`src/rtl/state_history_logger_if.sv`:
```
`default_nettype none
// ============================================================================
// Module   : state_history_logger_if
// Purpose  : Read-back port of the state history logger. The debug host
//            supplies an age index and receives the registered entry fields.
// Revision : 1.0 - initial release
// ============================================================================
interface state_history_logger_if #(
  parameter int BITS    = 8,
  parameter int DEPTH   = 8,
  parameter int TS_BITS = 16
);
  logic [$clog2(DEPTH)-1:0] iRdIdx;
  logic [BITS-1:0]          oRdState;
  logic [TS_BITS-1:0]       oRdDwell;
  logic                     oRdValid;

  // Debug host side: selects an entry, observes the result
  modport master (output iRdIdx, input oRdState, input oRdDwell, input oRdValid);
  // Logger side: serves the selected entry
  modport slave  (input iRdIdx, output oRdState, output oRdDwell, output oRdValid);
endinterface
`default_nettype wire

```
`src/rtl/state_history_logger.sv`:
```
`default_nettype none
// ============================================================================
// Module   : state_history_logger
// Purpose  : Records every change of a debug state bus into a circular
//            history of {state left, dwell cycles}; entries are read back by
//            age index through a registered read port.
// Revision : 1.0 - initial release
// ============================================================================
module state_history_logger #(
  parameter int BITS         = 8,
  parameter int DEPTH        = 8,
  parameter int TS_BITS      = 16,
  parameter int STOP_ON_FULL = 0
) (
  input  wire logic                     iClk,
  input  wire logic                     iRst_n,
  input  wire logic                     iClear,
  input  wire logic                     iEnable,
  input  wire logic                     iFreeze,
  input  wire logic [BITS-1:0]          iDbgSt,
  state_history_logger_if.slave         rd,
  output logic      [BITS-1:0]          current_state,
  output logic      [BITS-1:0]          prev_state,
  output logic      [$clog2(DEPTH):0]   oCount,
  output logic      [7:0]               oLost,
  output logic                          ochange
);

  localparam int IDX_W = $clog2(DEPTH);
  localparam int CNT_W = IDX_W + 1;
  localparam int ENT_W = BITS + TS_BITS;
  localparam logic [TS_BITS-1:0] DWELL_MAX = {TS_BITS{1'b1}};

  typedef enum logic [0:0] {
    ST_INIT = 1'b0,
    ST_RUN  = 1'b1
  } state_e;

  state_e               fsm_q, fsm_d;
  logic [BITS-1:0]      cur_q, cur_d;
  logic [BITS-1:0]      prev_q, prev_d;
  logic [TS_BITS-1:0]   dwell_q, dwell_d;
  logic [IDX_W-1:0]     wp_q, wp_d;
  logic [CNT_W-1:0]     count_q, count_d;
  logic [7:0]           lost_q, lost_d;
  logic                 change_q, change_d;
  logic                 wr_en;

  logic [ENT_W-1:0]     mem_q [DEPTH];
  logic                 rd_valid_q;
  logic [BITS-1:0]      rd_state_q;
  logic [TS_BITS-1:0]   rd_dwell_q;

  logic [IDX_W-1:0]     rd_slot;
  logic                 rd_hit;
  logic [7:0]           lost_inc;

  assign rd_slot  = wp_q - IDX_W'(1) - rd.iRdIdx;
  assign rd_hit   = {1'b0, rd.iRdIdx} < count_q;
  assign lost_inc = (lost_q == 8'hFF) ? lost_q : lost_q + 8'd1;

  // Next-state logic: FSM, state tracking, dwell and history bookkeeping
  always_comb begin
    fsm_d    = fsm_q;
    cur_d    = cur_q;
    prev_d   = prev_q;
    dwell_d  = dwell_q;
    wp_d     = wp_q;
    count_d  = count_q;
    lost_d   = lost_q;
    change_d = change_q;
    wr_en    = 1'b0;
    if (!iClear) begin
      fsm_d    = ST_INIT;
      cur_d    = '0;
      prev_d   = '0;
      dwell_d  = '0;
      wp_d     = '0;
      count_d  = '0;
      lost_d   = '0;
      change_d = 1'b0;
    end else if (iEnable) begin
      case (fsm_q)
        ST_INIT: begin
          // First enabled edge only captures the starting state
          cur_d   = iDbgSt;
          dwell_d = TS_BITS'(1);
          fsm_d   = ST_RUN;
        end
        ST_RUN: begin
          if (iDbgSt == cur_q) begin
            if (dwell_q != DWELL_MAX) dwell_d = dwell_q + TS_BITS'(1);
          end else begin
            prev_d   = cur_q;
            cur_d    = iDbgSt;
            dwell_d  = TS_BITS'(1);
            change_d = 1'b1;
            if (iFreeze) begin
              lost_d = lost_inc;
            end else if (count_q < CNT_W'(DEPTH)) begin
              wr_en   = 1'b1;
              wp_d    = wp_q + IDX_W'(1);
              count_d = count_q + CNT_W'(1);
            end else if (STOP_ON_FULL == 0) begin
              // Full and wrapping: the oldest entry is overwritten
              wr_en  = 1'b1;
              wp_d   = wp_q + IDX_W'(1);
              lost_d = lost_inc;
            end else begin
              lost_d = lost_inc;
            end
          end
        end
        default: fsm_d = ST_INIT;
      endcase
    end
  end

  // Control and status registers
  always_ff @(posedge iClk or negedge iRst_n) begin
    if (!iRst_n) begin
      fsm_q    <= ST_INIT;
      cur_q    <= '0;
      prev_q   <= '0;
      dwell_q  <= '0;
      wp_q     <= '0;
      count_q  <= '0;
      lost_q   <= '0;
      change_q <= 1'b0;
    end else begin
      fsm_q    <= fsm_d;
      cur_q    <= cur_d;
      prev_q   <= prev_d;
      dwell_q  <= dwell_d;
      wp_q     <= wp_d;
      count_q  <= count_d;
      lost_q   <= lost_d;
      change_q <= change_d;
    end
  end

  // History storage; contents are qualified by the valid count, not reset
  always_ff @(posedge iClk) begin
    if (wr_en) mem_q[wp_q] <= {cur_q, dwell_q};
  end

  // Registered read port; sees memory before any same-edge write
  always_ff @(posedge iClk or negedge iRst_n) begin
    if (!iRst_n) begin
      rd_valid_q <= 1'b0;
      rd_state_q <= '0;
      rd_dwell_q <= '0;
    end else if (iEnable) begin
      rd_valid_q <= rd_hit;
      if (rd_hit) begin
        {rd_state_q, rd_dwell_q} <= mem_q[rd_slot];
      end else begin
        rd_state_q <= '0;
        rd_dwell_q <= '0;
      end
    end
  end

  assign current_state = cur_q;
  assign prev_state    = prev_q;
  assign oCount        = count_q;
  assign oLost         = lost_q;
  assign ochange       = change_q;
  assign rd.oRdValid   = rd_valid_q;
  assign rd.oRdState   = rd_state_q;
  assign rd.oRdDwell   = rd_dwell_q;

endmodule
`default_nettype wire

```
`src/flat_wrapper.sv`:
```
// flat-port wrapper written by rule: the top's interface ports become plain ports
module state_history_logger_flat 
#(
  parameter int BITS         = 8,
  parameter int DEPTH        = 8,
  parameter int TS_BITS      = 16,
  parameter int STOP_ON_FULL = 0
)
  (iClk, iRst_n, iClear, iEnable, iFreeze, iDbgSt, current_state, prev_state, oCount, oLost, ochange, rd_iRdIdx, rd_oRdState, rd_oRdDwell, rd_oRdValid);
  state_history_logger_if #(.BITS(BITS), .DEPTH(DEPTH), .TS_BITS(TS_BITS)) rd_i ();
  input  wire logic iClk;
  input  wire logic iRst_n;
  input  wire logic iClear;
  input  wire logic iEnable;
  input  wire logic iFreeze;
  input  wire logic [BITS-1:0] iDbgSt;
  output logic      [BITS-1:0] current_state;
  output logic      [BITS-1:0] prev_state;
  output logic      [$clog2(DEPTH):0] oCount;
  output logic      [7:0] oLost;
  output logic ochange;
  input wire logic [$bits(rd_i.iRdIdx)-1:0] rd_iRdIdx;
  output wire logic [$bits(rd_i.oRdState)-1:0] rd_oRdState;
  output wire logic [$bits(rd_i.oRdDwell)-1:0] rd_oRdDwell;
  output wire logic [$bits(rd_i.oRdValid)-1:0] rd_oRdValid;
  assign rd_i.iRdIdx = rd_iRdIdx;
  assign rd_oRdState = rd_i.oRdState;
  assign rd_oRdDwell = rd_i.oRdDwell;
  assign rd_oRdValid = rd_i.oRdValid;
  state_history_logger #(.BITS(BITS), .DEPTH(DEPTH), .TS_BITS(TS_BITS), .STOP_ON_FULL(STOP_ON_FULL)) u_core (.iClk(iClk), .iRst_n(iRst_n), .iClear(iClear), .iEnable(iEnable), .iFreeze(iFreeze), .iDbgSt(iDbgSt), .rd(rd_i), .current_state(current_state), .prev_state(prev_state), .oCount(oCount), .oLost(oLost), .ochange(ochange));
endmodule
```
`config.mk`:
```
export PLATFORM = sky130hd
export DESIGN_NAME = state_history_logger_flat
export DESIGN_NICKNAME = d
export VERILOG_FILES = /design/src/rtl/state_history_logger_if.sv /design/src/rtl/state_history_logger.sv /design/src/flat_wrapper.sv
export SDC_FILE = /design/constraint.sdc
export NUM_CORES = 1
export LEC_CHECK = 0
export ABC_AREA = 1
export CAP_MARGIN = 10
export CORE_ASPECT_RATIO = 0.8
export CORE_UTILIZATION = 27
export DETAILED_ROUTE_END_ITERATION = 8
export GPL_ROUTABILITY_DRIVEN = 1
export GPL_TIMING_DRIVEN = 0
export PLACE_DENSITY = 0.5
export SYNTH_ARGS = -nofsm -noshare
export SYNTH_HDL_FRONTEND = slang
export SYNTH_SLANG_ARGS = --single-unit
```
`constraint.sdc`:
```
create_clock -name iClk -period 3.2 [get_ports iClk]
set_input_delay 0.8 -clock iClk [delete_from_list [all_inputs] [get_ports iClk]]
set_output_delay 0.8 -clock iClk [all_outputs]
set_load 0.005 [all_outputs]
```
Word-level counts from Yosys, hierarchy flattened
Memories as Yosys holds them, arrays and structs flattened. Cells that the tools add are included.

Bits in read-only memories: 0. Bits in writable memories: 192. Flip-flop bits (word level): 74. Memories: 1. Latch bits: 0. Output and inout bits: 54. Word-level logic and storage cells: 84. Input bits: 16.

Memory list: u_core.mem_q (words 8, bits a word 24, read ports 1, clocked after memory_dff 0, write ports 1, line state_history_logger.sv:49) `logic [ENT_W-1:0] mem_q [DEPTH];`.

Equality and inequality tests: 11. Reductions and logical operators: 6. Bitwise gates (word level): 1. Mux-type cells: 46. Shift operators: 0. $mul: 0. Divide/modulo/power cells: 0. Magnitude comparators: 2. Add/sub/neg operators: 6.

Operators by type and width (number): 8-bit 2-to-1 mux (15); 16-bit 2-to-1 mux (5); 16-bit one-hot mux with 2 select lines (1); 4-bit 2-to-1 mux (6); 16-bit by 1-bit adder with 16-bit output, second input constant (1); 16-bit inequality test, second input constant (1); 8-bit one-hot mux with 2 select lines (1); 3-bit 2-to-1 mux (5); 1-bit 2-to-1 mux (13); 8-bit by 1-bit adder with 8-bit output, second input constant (1); 8-bit equality test (1); 8-bit equality test, second input constant (1); 4-bit AND reduction (2); 2-bit by 1-bit inequality test with 1-bit output, second input constant (3); 3-bit inequality test, second input constant (2); 5-bit AND reduction (1); 4-bit by 1-bit adder with 4-bit output, second input constant (1); 3-bit by 4-bit less-than comparator with 1-bit output (1); 4-bit less-than comparator, second input constant (1); 2-bit inequality test, second input constant (2); 4-bit inequality test, second input constant (1); 2-bit AND reduction (2); 3-bit by 1-bit adder with 3-bit output, second input constant (1); 3-bit AND reduction (1); 3 further kinds (3).

Longest topological paths before layout
Gate-level depths: netlist (run 1).

Word-level depth: 8. Mapped depth: 12.

Worst setup path after synthesis (run 1)
No wires, ideal clock.

Path kind: in2reg. From: input iDbgSt[2]. To: memory u_core.mem_q[0][0] (netlist bit), enable pin. Stages: 11. Path slack: 239 ps. Setup time: 405 ps. Arrival time: 2556 ps. Path through: inv_1 nand2_1 nand2_1 inv_1 nand2_1 nor2_1 nand2_2 nand2_1 nor2_1 nand2_1 nor2_1.

Cells in the longest elaborated chain, start to end: 7.

RTL lines: start, declared (line flat_wrapper.sv:16) `input wire logic [BITS-1:0] iDbgSt;`; 8-bit equality test (line state_history_logger.sv:91) `if (iDbgSt == cur_q) begin`; 1-bit 2-to-1 mux (line state_history_logger.sv:91); 1-bit 2-to-1 mux (line state_history_logger.sv:83) `case (fsm_q)`; 1-bit 2-to-1 mux (line state_history_logger.sv:82) `end else if (iEnable) begin`; 1-bit 2-to-1 mux (line state_history_logger.sv:73) `if (!iClear) begin`; 1-bit 2-to-1 mux (line state_history_logger.sv:144) `if (wr_en) mem_q[wp_q] <= {cur_q, dwell_q};`; 1-bit 2-to-1 mux (implied by the code) (line state_history_logger.sv:144); end, declared (line state_history_logger.sv:49).

Every way passes these cells.

Final worst setup path (run 1)
From: input iDbgSt[5]. To: memory u_core.mem_q[7][7] (netlist bit), enable pin.

The elaborated chain is that of the path after synthesis.

==> results_dict.tcl, run 1 <==
set metrics [dict create \
    first_global_vias 7966 \
    count_of_unresolved_drc_violations_after_routing 0 \
    r2r_start "u_core.current_state[2]$_DFFE_PN0P_" \
    r2r.worst_path.cells 10 \
    initial_antenna_violation_count 1 \
    cts_tree "yes" \
    track_usage_pct 15.6 \
    power.density_mw_per_mm2 558 \
    clock-skew-final_ps 27.3 \
    min_period_ps 3090 \
    synth-edff-count 192 \
    num_io_pins 70 \
    synthesized_instance_count 1067 \
    numPortBuffers 69 \
    total_half_perimeter_wirelength_after_legalization_and_detailed_placement_mm 21.7 \
    syn-mean-instance-area_um2 10.7 \
    postSynthRegisterBits 266 \
    postRouteAntennaNets 0 \
    dr.pass1.iters 5 \
    dp_cells 1694 \
    worstSkewPairLatency_ps 560 \
    vias 8227 \
    diodes 0 \
    tritoncts.num_buffers 27 \
    min_period_over_period_pct 96.5 \
    wl_per_cell_um 18.9 \
    dr_vias_cell 4.71 \
    floorplan.initialDensity_pct 27.3 \
    max_freq_mhz 324 \
    end_kind "register" \
    drv_slew 0 \
    preCtsSetupSlack_ps -714 \
    worstPathCellList "clkdlybuf4s50_1, inv_1, nand2_1, nand2_1, nand2_1, nor2_1, nand2_2, nand2_1, nor2_1, nand2_1, nor2_4" \
    design.final.nets 1196 \
    chipWidth_um 232 \
    grt_first_pass_wirelength_mm 50.0 \
    p_total_w 0.00776 \
    top_ff_cell_synth "sky130_fd_sc_hd__edfxtp_1" \
    status "finished clean" \
    slowest_delay_ps 780 \
    report.final.setup_viol 0 \
    pin_slew_with_the_least_headroom_to_its_limit_ps 921 \
    synth-seq-area-share_pct 66.6 \
    report.final.hold_viol_count 0 \
    cts_buffer_depth 3 \
    worstPathRequired_ps 3360 \
    synth-async-reset-ratio_pct 27.8 \
    r2r_setup_slack_ps 150 \
    critPathMostFrequentCell "sky130_fd_sc_hd__nand2_1" \
    fin_cells 1745 \
    hp-class "primary input to async pin" \
    fp.dieArea_mm2 0.0432 \
    synth.distinct_cells 35 \
    synth.net_count 1091 \
    synth.cell_area_mm2 0.0114 \
    drt_wl_total_mm 33.1 \
    mostFrequentLayoutCells "sky130_fd_sc_hd__nand2_1, sky130_fd_sc_hd__edfxtp_1, sky130_fd_sc_hd__dfrtp_1" \
    path_max_fanout 24 \
    worst_slew_margin_rel_pct 38.5 \
    arrival_ps 3250 \
    grt_start_max_net_pins 45 \
    critical-path-top-delay-family "simple AND/OR/NAND/NOR gates" \
    largest_voltage_drop_on_the_vdd_net_uv 353 \
    destination_of_the_worst_register_to_register_timing_path "u_core.mem_q[7][7]$_DFFE_PP_" \
    clk_transition_reported_paths_ps 60 \
    htree_num_levels 1 \
    leakage_nw 5.38 \
    layout-area-overhead-vs-synth_pct 21.7 \
    fin_util_pct 33.3 \
    design.core.area_mm2 0.0418 \
    final_layout_size_suffix_gt1_share_pct 8.72 \
    cts_root_buf "sky130_fd_sc_hd__clkbuf_16" \
    chipHeight_um 186 \
    cpMaxStageDelayCell "sky130_fd_sc_hd__nor2_4" \
    placer_congestion 0.811 \
    timing.setup.critical_path_class "primary input to register" \
    mostFrequentLayoutCell "sky130_fd_sc_hd__nand2_1" \
    cap_viol_max_count 0 \
    row_count 67 \
    rsz0062_at_grt "true" \
    detail_route.iter0.violations 788 \
    layout_setup_ws_ps 113 \
    critical_path.n_buffers_inverters 2 \
    overflow 0 \
    critPathLaunchType "primary input" \
    clkSinkCount 266 \
    synth-warning-count 0 \
]
==> worst max path at each step <==
stage,depth (start not counted),to,startpoint,slack (ps)
2_1_floorplan,11,u_core.mem_q[0][0]$_DFFE_PP_,iDbgSt[2],240
3_5_place_dp,11,u_core.rd.oRdDwell[15]$_DFFE_PN0P_,rd_iRdIdx[0],-710
4_1_cts,10,u_core.mem_q[7][7]$_DFFE_PP_,u_core.current_state[0]$_DFFE_PN0P_,10
3_3_place_gp,11,u_core.mem_q[0][3]$_DFFE_PP_,iDbgSt[5],-1920
6_report,11,u_core.mem_q[7][7]$_DFFE_PP_,iDbgSt[5],110
5_1_grt,12,u_core.mem_q[4][7]$_DFFE_PP_,iDbgSt[7],-70
==> logic make-up after synthesis <==
logic type,count (synthesis),synth area share (%)
AOI/OAI and AO/OA,137,8.12
muxes,2,0.175
DFF,266,66.6
and+or+nand+nor,532,19.0
xor gates and xnor gates,13,1.06
adders and majority gates,8,0.941
buffers and inverters,109,4.06
==> report_power, final <==
part	switching, W	internal [W]
logic	0.000528	0.000324
clock network	0.00134	0.00176
registers	0.0000734	0.00374
total	0.00194	0.00582
==> metrics by stage <==
step                      hold WS (ps)  cell area, um^2  TNS, ps
after floorplan                    472            11400        0
after global placement             469            12800  -485160
after detailed placement           467            13000   -77810
after CTS                          218            13900        0
after global routing               232            13900    -1750
final                              210            13900        0
==> metal layers <==
metal	up-vias	global-route usage, %	routed length (um)
met3	45	3.26	2450
li1	3903	-	-
met4	2	3.26	518
met5	-	0	13
met1	4005	23.1	16300
met2	272	23.2	13800
==> cell type report <==
| type | instances | area [um^2] |
|---|---|---|
| inverter | 58 | 218 |
| clock buffer | 42 | 782 |
| clock inverter | 8 | 66.3 |
| fill | 4178 | 27900 |
| multi-input combinational | 692 | 3410 |
| timing repair buffer | 76 | 873 |
| buffer | 51 | 254 |
| sequential | 266 | 7620 |
| tap | 552 | 691 |
==> Yosys cell counts (5+ instances only) <==
cell type	instances	area share, %
sky130_fd_sc_hd__inv_2	7	0.23
sky130_fd_sc_hd__clkbuf_1	26	0.85
sky130_fd_sc_hd__a32o_1	46	4.0
sky130_fd_sc_hd__xor2_1	7	0.54
sky130_fd_sc_hd__o21ai_1	16	0.70
sky130_fd_sc_hd__o21ai_0	23	1.0
sky130_fd_sc_hd__nand4_1	19	1.0
sky130_fd_sc_hd__buf_2	17	0.74
sky130_fd_sc_hd__nand3_1	52	2.3
sky130_fd_sc_hd__xnor2_1	5	0.38
sky130_fd_sc_hd__inv_1	49	1.6
sky130_fd_sc_hd__nor2_1	52	1.7
sky130_fd_sc_hd__nand2_1	394	13
sky130_fd_sc_hd__dfrtp_1	74	16
sky130_fd_sc_hd__ha_1	7	0.77
sky130_fd_sc_hd__edfxtp_1	192	50
sky130_fd_sc_hd__a21oi_1	47	2.1
==> registers in the layout, indices dropped and copies added (netlist names) <==
register / flops
u_core.fsm_q: 1
u_core.rd.oRdDwell: 16
u_core.oLost: 8
u_core.dwell_q: 16
u_core.prev_state: 8
u_core.wp_q: 3
u_core.rd.oRdState: 8
u_core.oCount: 4
u_core.current_state: 8
u_core.rd.oRdValid: 1
u_core.mem_q: 192
u_core.ochange: 1
==> what timing repair did <==
item | CTS | global route
resized for setup | 2 | 11
hold endpoints to repair | 0 | 0
buffers inserted | 0 | 1
setup endpoints to repair | 9 | 91
pin swaps | 0 | 1
hold buffers | 0 | 0
No activity file was read; power rests on OpenSTA's default activity.
==> run 2: changes to the inputs <==
--- a/config.mk
+++ b/config.mk
@@ -8,9 +8,10 @@
 export ABC_AREA = 1
 export CAP_MARGIN = 10
 export CORE_ASPECT_RATIO = 0.8
+export CORE_MARGIN = 4
 export CORE_UTILIZATION = 27
 export DETAILED_ROUTE_END_ITERATION = 8
-export GPL_ROUTABILITY_DRIVEN = 1
+export GPL_ROUTABILITY_DRIVEN = 0
 export GPL_TIMING_DRIVEN = 0
 export PLACE_DENSITY = 0.5
 export SYNTH_ARGS = -nofsm -noshare
==> run 2 against run 1 <==
Against the previous run: critical path depth is the same; register-to-register slack lost 30 ps; clock power up 4%; non-clock buffer count is 3 lower; sequential cell count unchanged; combinational power hardly changed; via count increased by 0.50%; worst setup slack lost 46 ps; die area grew 5.9%; routed wire length increased by 0.45%; largest power group unchanged; power grew 1.6%; first-iteration DRC count is 9.6% lower.
==> results_dict.tcl, run 2 (synthesized netlist as in run 1, its figures left out) <==
set metrics [dict create \
    grt_first_pass_wirelength_mm 50.1 \
    path_max_fanout 24 \
    timing.setup.critical_path_class "primary input to register" \
    mostFrequentLayoutCell "sky130_fd_sc_hd__nand2_1" \
    detail_route.iter0.violations 712 \
    hp-class "primary input to async pin" \
    mostFrequentLayoutCells "sky130_fd_sc_hd__nand2_1, sky130_fd_sc_hd__edfxtp_1, sky130_fd_sc_hd__dfrtp_1" \
    fillers 4167 \
    fin_area_mm2 0.0139 \
    total_half_perimeter_wirelength_after_legalization_and_detailed_placement_mm 21.4 \
    preCtsSetupSlack_ps -738 \
    met2_wirelength_mm 14.1 \
    pin_slew_with_the_least_headroom_to_its_limit_ps 962 \
    row_count 67 \
    dp_cells 1692 \
    worst_slew_margin_rel_pct 35.7 \
    final-seq-area_mm2 0.00762 \
    cts_root_buf "sky130_fd_sc_hd__clkbuf_16" \
    drt-met1-wl_mm 16.3 \
    final_layout_size_suffix_gt1_share_pct 9.08 \
    critPathLaunchType "primary input" \
    count_of_unresolved_drc_violations_after_routing 0 \
    initial_antenna_violation_count 0 \
    power.density_mw_per_mm2 569 \
    r2r_setup_slack_ps 120 \
    wl_per_cell_um 19.1 \
    grt_start_max_net_pins 56 \
    numPortBuffers 69 \
    min_period_ps 3130 \
    clock-skew-final_ps 16.2 \
    htree_num_levels 1 \
    layout_setup_ws_ps 67.1 \
    vias 8268 \
    fin_cells 1742 \
    dr.pass1.iters 5 \
    largest_voltage_drop_on_the_vdd_net_uv 458 \
    design.core.area_mm2 0.0418 \
    tritoncts.num_buffers 27 \
    worstSkewPairLatency_ps 560 \
    postRouteAntennaNets 0 \
    worstPathRequired_ps 3370 \
    clkSinkCount 266 \
    cap_viol_max_count 0 \
    report.final.setup_viol 0 \
    first_global_vias 8098 \
    leakage_nw 5.36 \
    report.final.hold_viol_count 0 \
    fin_util_pct 33.1 \
    clk_transition_reported_paths_ps 70 \
    layout-area-overhead-vs-synth_pct 21.3 \
    floorplan.initialDensity_pct 27.3 \
    min_period_over_period_pct 97.9 \
    max_reg_flops 192 \
    design.final.nets 1193 \
    wire_length_on_met3_mm 2.30 \
    arrival_ps 3310 \
    fp.dieArea_mm2 0.0457 \
    drv_slew 0 \
    num_io_pins 70 \
    topRoutingLayerUsed "met4" \
    diodes 0 \
    overflow 0 \
    rsz0062_at_grt "true" \
    cts_tree "yes" \
    max_freq_mhz 319 \
    status "finished clean" \
    whs_ps 138 \
    placed_instance_area_mm2 0.0130 \
    track_usage_pct 14.3 \
    cts_buffer_depth 3 \
    registers.top_by_ff_count "u_core.mem_q" \
    end_kind "register" \
    chipWidth_um 238 \
    dr_vias_cell 4.75 \
    chipHeight_um 192 \
    drt_wl_total_mm 33.2 \
    multi_input_logic_area_mm2 0.00341 \
]
[run 2: cell count changes in the layout (fill, tap and decap cells not counted), sizes merged]
cell / change
clkinv: +3
inv: -1
buf: -3
clkbuf: -5
clkinvlp: +2
bufinv: +1
[run 2: cell type report]
class / count / area share (%)
Sequential cell: 266 / 55.0
Multi-Input combinational cell: 692 / 24.6
Timing Repair Buffer: 73 / 5.59
Clock buffer: 37 / 5.50
Tap cell: 552 / 4.98
Buffer: 51 / 1.82
Inverter: 58 / 1.57
Clock inverter: 13 / 0.983
[run 2: per-layer routing]
metal  global-route usage, %  up-vias
met5                       0        -
met2                    21.5      262
met4                    2.79        0
met1                    21.6     4065
met3                    2.84       41
li1                        -     3900
[run 2: stage by stage]
step	power (W)	TNS, ps
global route	0.00819	-8690
floorplan	0.00432	0
finish	0.00789	0
detailed placement	0.00474	-84530
global placement	0.00473	-479800
CTS	0.00796	0
[run 2: report_power, final]
part	switching [W]	internal, W
sequential	0.0000749	0.00374
clock	0.00138	0.00184
combinational	0.000533	0.000322
[run 2: final timing paths]
kind / from / end / cells past startpoint
max: iDbgSt[5] / u_core.mem_q[1][12]$_DFFE_PP_ / 11
min: iRst_n / u_core.current_state[3]$_DFFE_PN0P_ / 1
max reg2reg: u_core.current_state[5]$_DFFE_PN0P_ / u_core.mem_q[1][12]$_DFFE_PP_ / 10
min reg2reg: u_core.rd.oRdDwell[0]$_DFFE_PN0P_ / u_core.rd.oRdDwell[0]$_DFFE_PN0P_ / 2
max in group asynchronous: iRst_n / u_core.rd.oRdDwell[4]$_DFFE_PN0P_ / 2
min in group iClk: u_core.rd.oRdDwell[0]$_DFFE_PN0P_ / u_core.rd.oRdDwell[0]$_DFFE_PN0P_ / 2
[run 2: timing repair]
| action | CTS | global route |
|---|---|---|
| hold buffers | 0 | 0 |
| setup endpoints to repair | 11 | 136 |
| gates resized for setup | 2 | 11 |
| setup buffers | 0 | 0 |
[run 2: worst max-delay path: stages]
cell,delay [ps]
sky130_fd_sc_hd__clkdlybuf4s50_1,540
sky130_fd_sc_hd__inv_1,70
sky130_fd_sc_hd__nand2_1,70
sky130_fd_sc_hd__nand2_1,50
sky130_fd_sc_hd__nand2_1,50
sky130_fd_sc_hd__nor2_1,50
sky130_fd_sc_hd__nand2_2,220
sky130_fd_sc_hd__nand2_1,170
sky130_fd_sc_hd__nor2_1,180
sky130_fd_sc_hd__nand2_1,270
sky130_fd_sc_hd__nor2_4,810
==> variant (settings of run 2) <==
`STOP_ON_FULL` is set to 0 in 2 places; all go to 1.
--- a/src/rtl/state_history_logger.sv
+++ b/src/rtl/state_history_logger.sv
@@ -10,7 +10,7 @@
   parameter int BITS         = 8,
   parameter int DEPTH        = 8,
   parameter int TS_BITS      = 16,
-  parameter int STOP_ON_FULL = 0
+  parameter int STOP_ON_FULL = 1
 ) (
   input  wire logic                     iClk,
   input  wire logic                     iRst_n,
--- a/src/flat_wrapper.sv
+++ b/src/flat_wrapper.sv
@@ -4,7 +4,7 @@
   parameter int BITS         = 8,
   parameter int DEPTH        = 8,
   parameter int TS_BITS      = 16,
-  parameter int STOP_ON_FULL = 0
+  parameter int STOP_ON_FULL = 1
 )
   (iClk, iRst_n, iClear, iEnable, iFreeze, iDbgSt, current_state, prev_state, oCount, oLost, ochange, rd_iRdIdx, rd_oRdState, rd_oRdDwell, rd_oRdValid);
   state_history_logger_if #(.BITS(BITS), .DEPTH(DEPTH), .TS_BITS(TS_BITS)) rd_i ();
Behaviour: no difference found for any inputs over 4 cycles, from zero or initial values and one cycle with iRst_n low; that may be too few to reach the edited logic, so the function may still have changed.
==> variant against run 2 <==
- non-clock buffer count increased by 17
- design area increased by 2.6%
- worst setup slack got worse by 39 ps
- sequential cell count unchanged
- sequential power increased by 4%
- total power increased by 16%
- wire length decreased by 0.84%
- area after synthesis increased by 1.3%
==> variant: results (changes against run 2) <==
[status]
status = finished clean

[route]
wl_met2_mm = 14.38  ; +1.9%
wl_per_cell_um = 18.52  ; -2.8%
drt-initial-drc-count = 660  ; -7.3%
wl_met1_mm = 16.09  ; -1.2%
vias = 8320  ; +0.63%
wl_met3_mm = 1.923  ; -17%

[setup_path]
regToRegEndpoint = u_core.mem_q[1][15]
arrival_ps = 3660  ; +350 ps
crit_path_max_fanout = 10  ; -58%
reg2reg_slack_ps = 280  ; +160 ps
reg2reg_from = u_core.current_state[0]
reg2regPathDepth = 11  ; +1
critPathCapture = u_core.rd.oRdDwell[14]
critPathLaunch = rd_iRdIdx[0]

[placed_design]
placed_area_mm2 = 0.01322  ; +2.0%
post-place-cells = 1726  ; +2.0%
io_buffers = 69  ; unchanged
hpwl_mm = 22.40  ; +4.7%

[final_layout]
nonClkBufAreaFrac_pct = 8.247  ; +0.83 points
drive_above_1_share_pct = 10.93  ; +1.9 points
buffers = 141  ; +14%
inverters = 63  ; +8.6%
nets = 1228  ; +2.9%
instances_no_fill = 1778  ; +2.1%
multi_input_gates = 704  ; +1.7%
nClkBuffers = 39  ; +5.4%
multi_input_area_mm2 = 0.003516  ; +3.2%
clock_area_share_pct = 7.007  ; +0.52 points
seq_area_share_pct = 53.53  ; -1.4 points
fillers = 4217  ; +1.2%

[sta]
worst_pin_slew_ps = 914.2  ; -48.22 ps
fin_skew_ps = 16.98  ; +0.7350 ps
hold-worst-slack_ps = 223.8  ; +86.20 ps

[global_routing]
grt_max_degree = 43  ; -23%
grt_usage_pct = 14.02  ; -0.32 points
first_global_vias = 8166  ; +0.84%
antenna_found_initial = 2  ; +2
grt_pass1_wl_mm = 50.16  ; +0.15%

[synthesis]
ys_types = 39  ; +11%
synth_area_leaders = edfxtp_1 (50%), dfrtp_1 (16%), nand2_1 (13%), a32o_1 (3.9%), nand3_1 (2.9%)
avgSynthCellArea_um2 = 10.64  ; -0.63%
yosys-top-cells-count = nand2_1 (397), edfxtp_1 (192), dfrtp_1 (74), nand3_1 (68), inv_1 (56)
synth_edf_count = 192  ; unchanged
ys.warnings.count = 0  ; unchanged
ys.flop_type = edfxtp_1
async_flop_share_pct = 27.82  ; unchanged
yosysSeqAreaShare_pct = 65.77  ; -0.87 points

[clock_tree]
h-tree-depth = 1  ; unchanged
cts-root-buf = clkbuf_16
cts_buffers = 28  ; +3.7%
clkLatencyLatePin_ps = 550

[power]
leakage_nw = 5.570  ; +3.9%
p_sw_mw = 2.535  ; +28%
ir_drop_uv = 392.4  ; -14%

[floorplanning]
die-area_mm2 = 0.04629  ; +1.3%

==> variant: cell count changes in the layout (fill, tap and decap cells not counted), sizes merged, moves of 5 or more <==
cell	change
buf	+24
nand3	+17
nand2	+8
nand4	-7
o21ai	-7
inv	+6
clkbuf	-5
nor2	-5
nor4	+5
==> variant: worst max-delay path, cell delays in order <==
cell and delay (ps):
clkdlybuf4s50_1 510, inv_1 60, ha_1 210, fa_1 550
buf_2 170, buf_2 260, buf_2 350, o21ai_0 150
o22ai_1 210, nand2_1 90, nand2_1 120, nand2_1 90
nand2_1 80
==> variant: kinds of logic after synthesis <==
family / count (synthesis) / share of synthesized area [%]
flops: 266 / 65.77
compound gates: 131 / 7.736
xor+xnor: 11 / 1.059
mux: 1 / 0.08643
simple gates: 553 / 19.95
buf+inv: 118 / 4.462
fa+ha+maj: 8 / 0.9291
==> variant: power by group through the flow <==
| stage | Clock, mW | Sequential [mW] | Combinational, mW |
|---|---|---|---|
| finish | 3.51 | 3.98 | 1.69 |
| global route | 3.74 | 4.00 | 1.85 |
| CTS | 3.59 | 3.98 | 1.71 |
| detailed placement | 0 | 4.05 | 1.70 |
| global placement | 0 | 4.05 | 1.66 |
| floorplan | 0 | 4.02 | 0.930 |
==> variant: layer usage <==
layer / GRT usage [%] / vias up
li1: - / 3975
met1: 21.14 / 4077
met2: 21.16 / 223
met3: 2.591 / 45
met4: 2.815 / 0
met5: 0 / -
==> variant: what timing repair did <==
action,4_1_cts,5_1_grt
setup endpoints to repair,42,13
resized for setup,2,3
pin swaps,0,0
==> variant: through the flow <==
step	setup WS, ps	util, %
floorplan	-922.3	-
global placement	-4251	30.74
detailed placement	-649.3	31.35
CTS	38.23	33.73
global route	11.07	33.75
finish	27.93	33.75
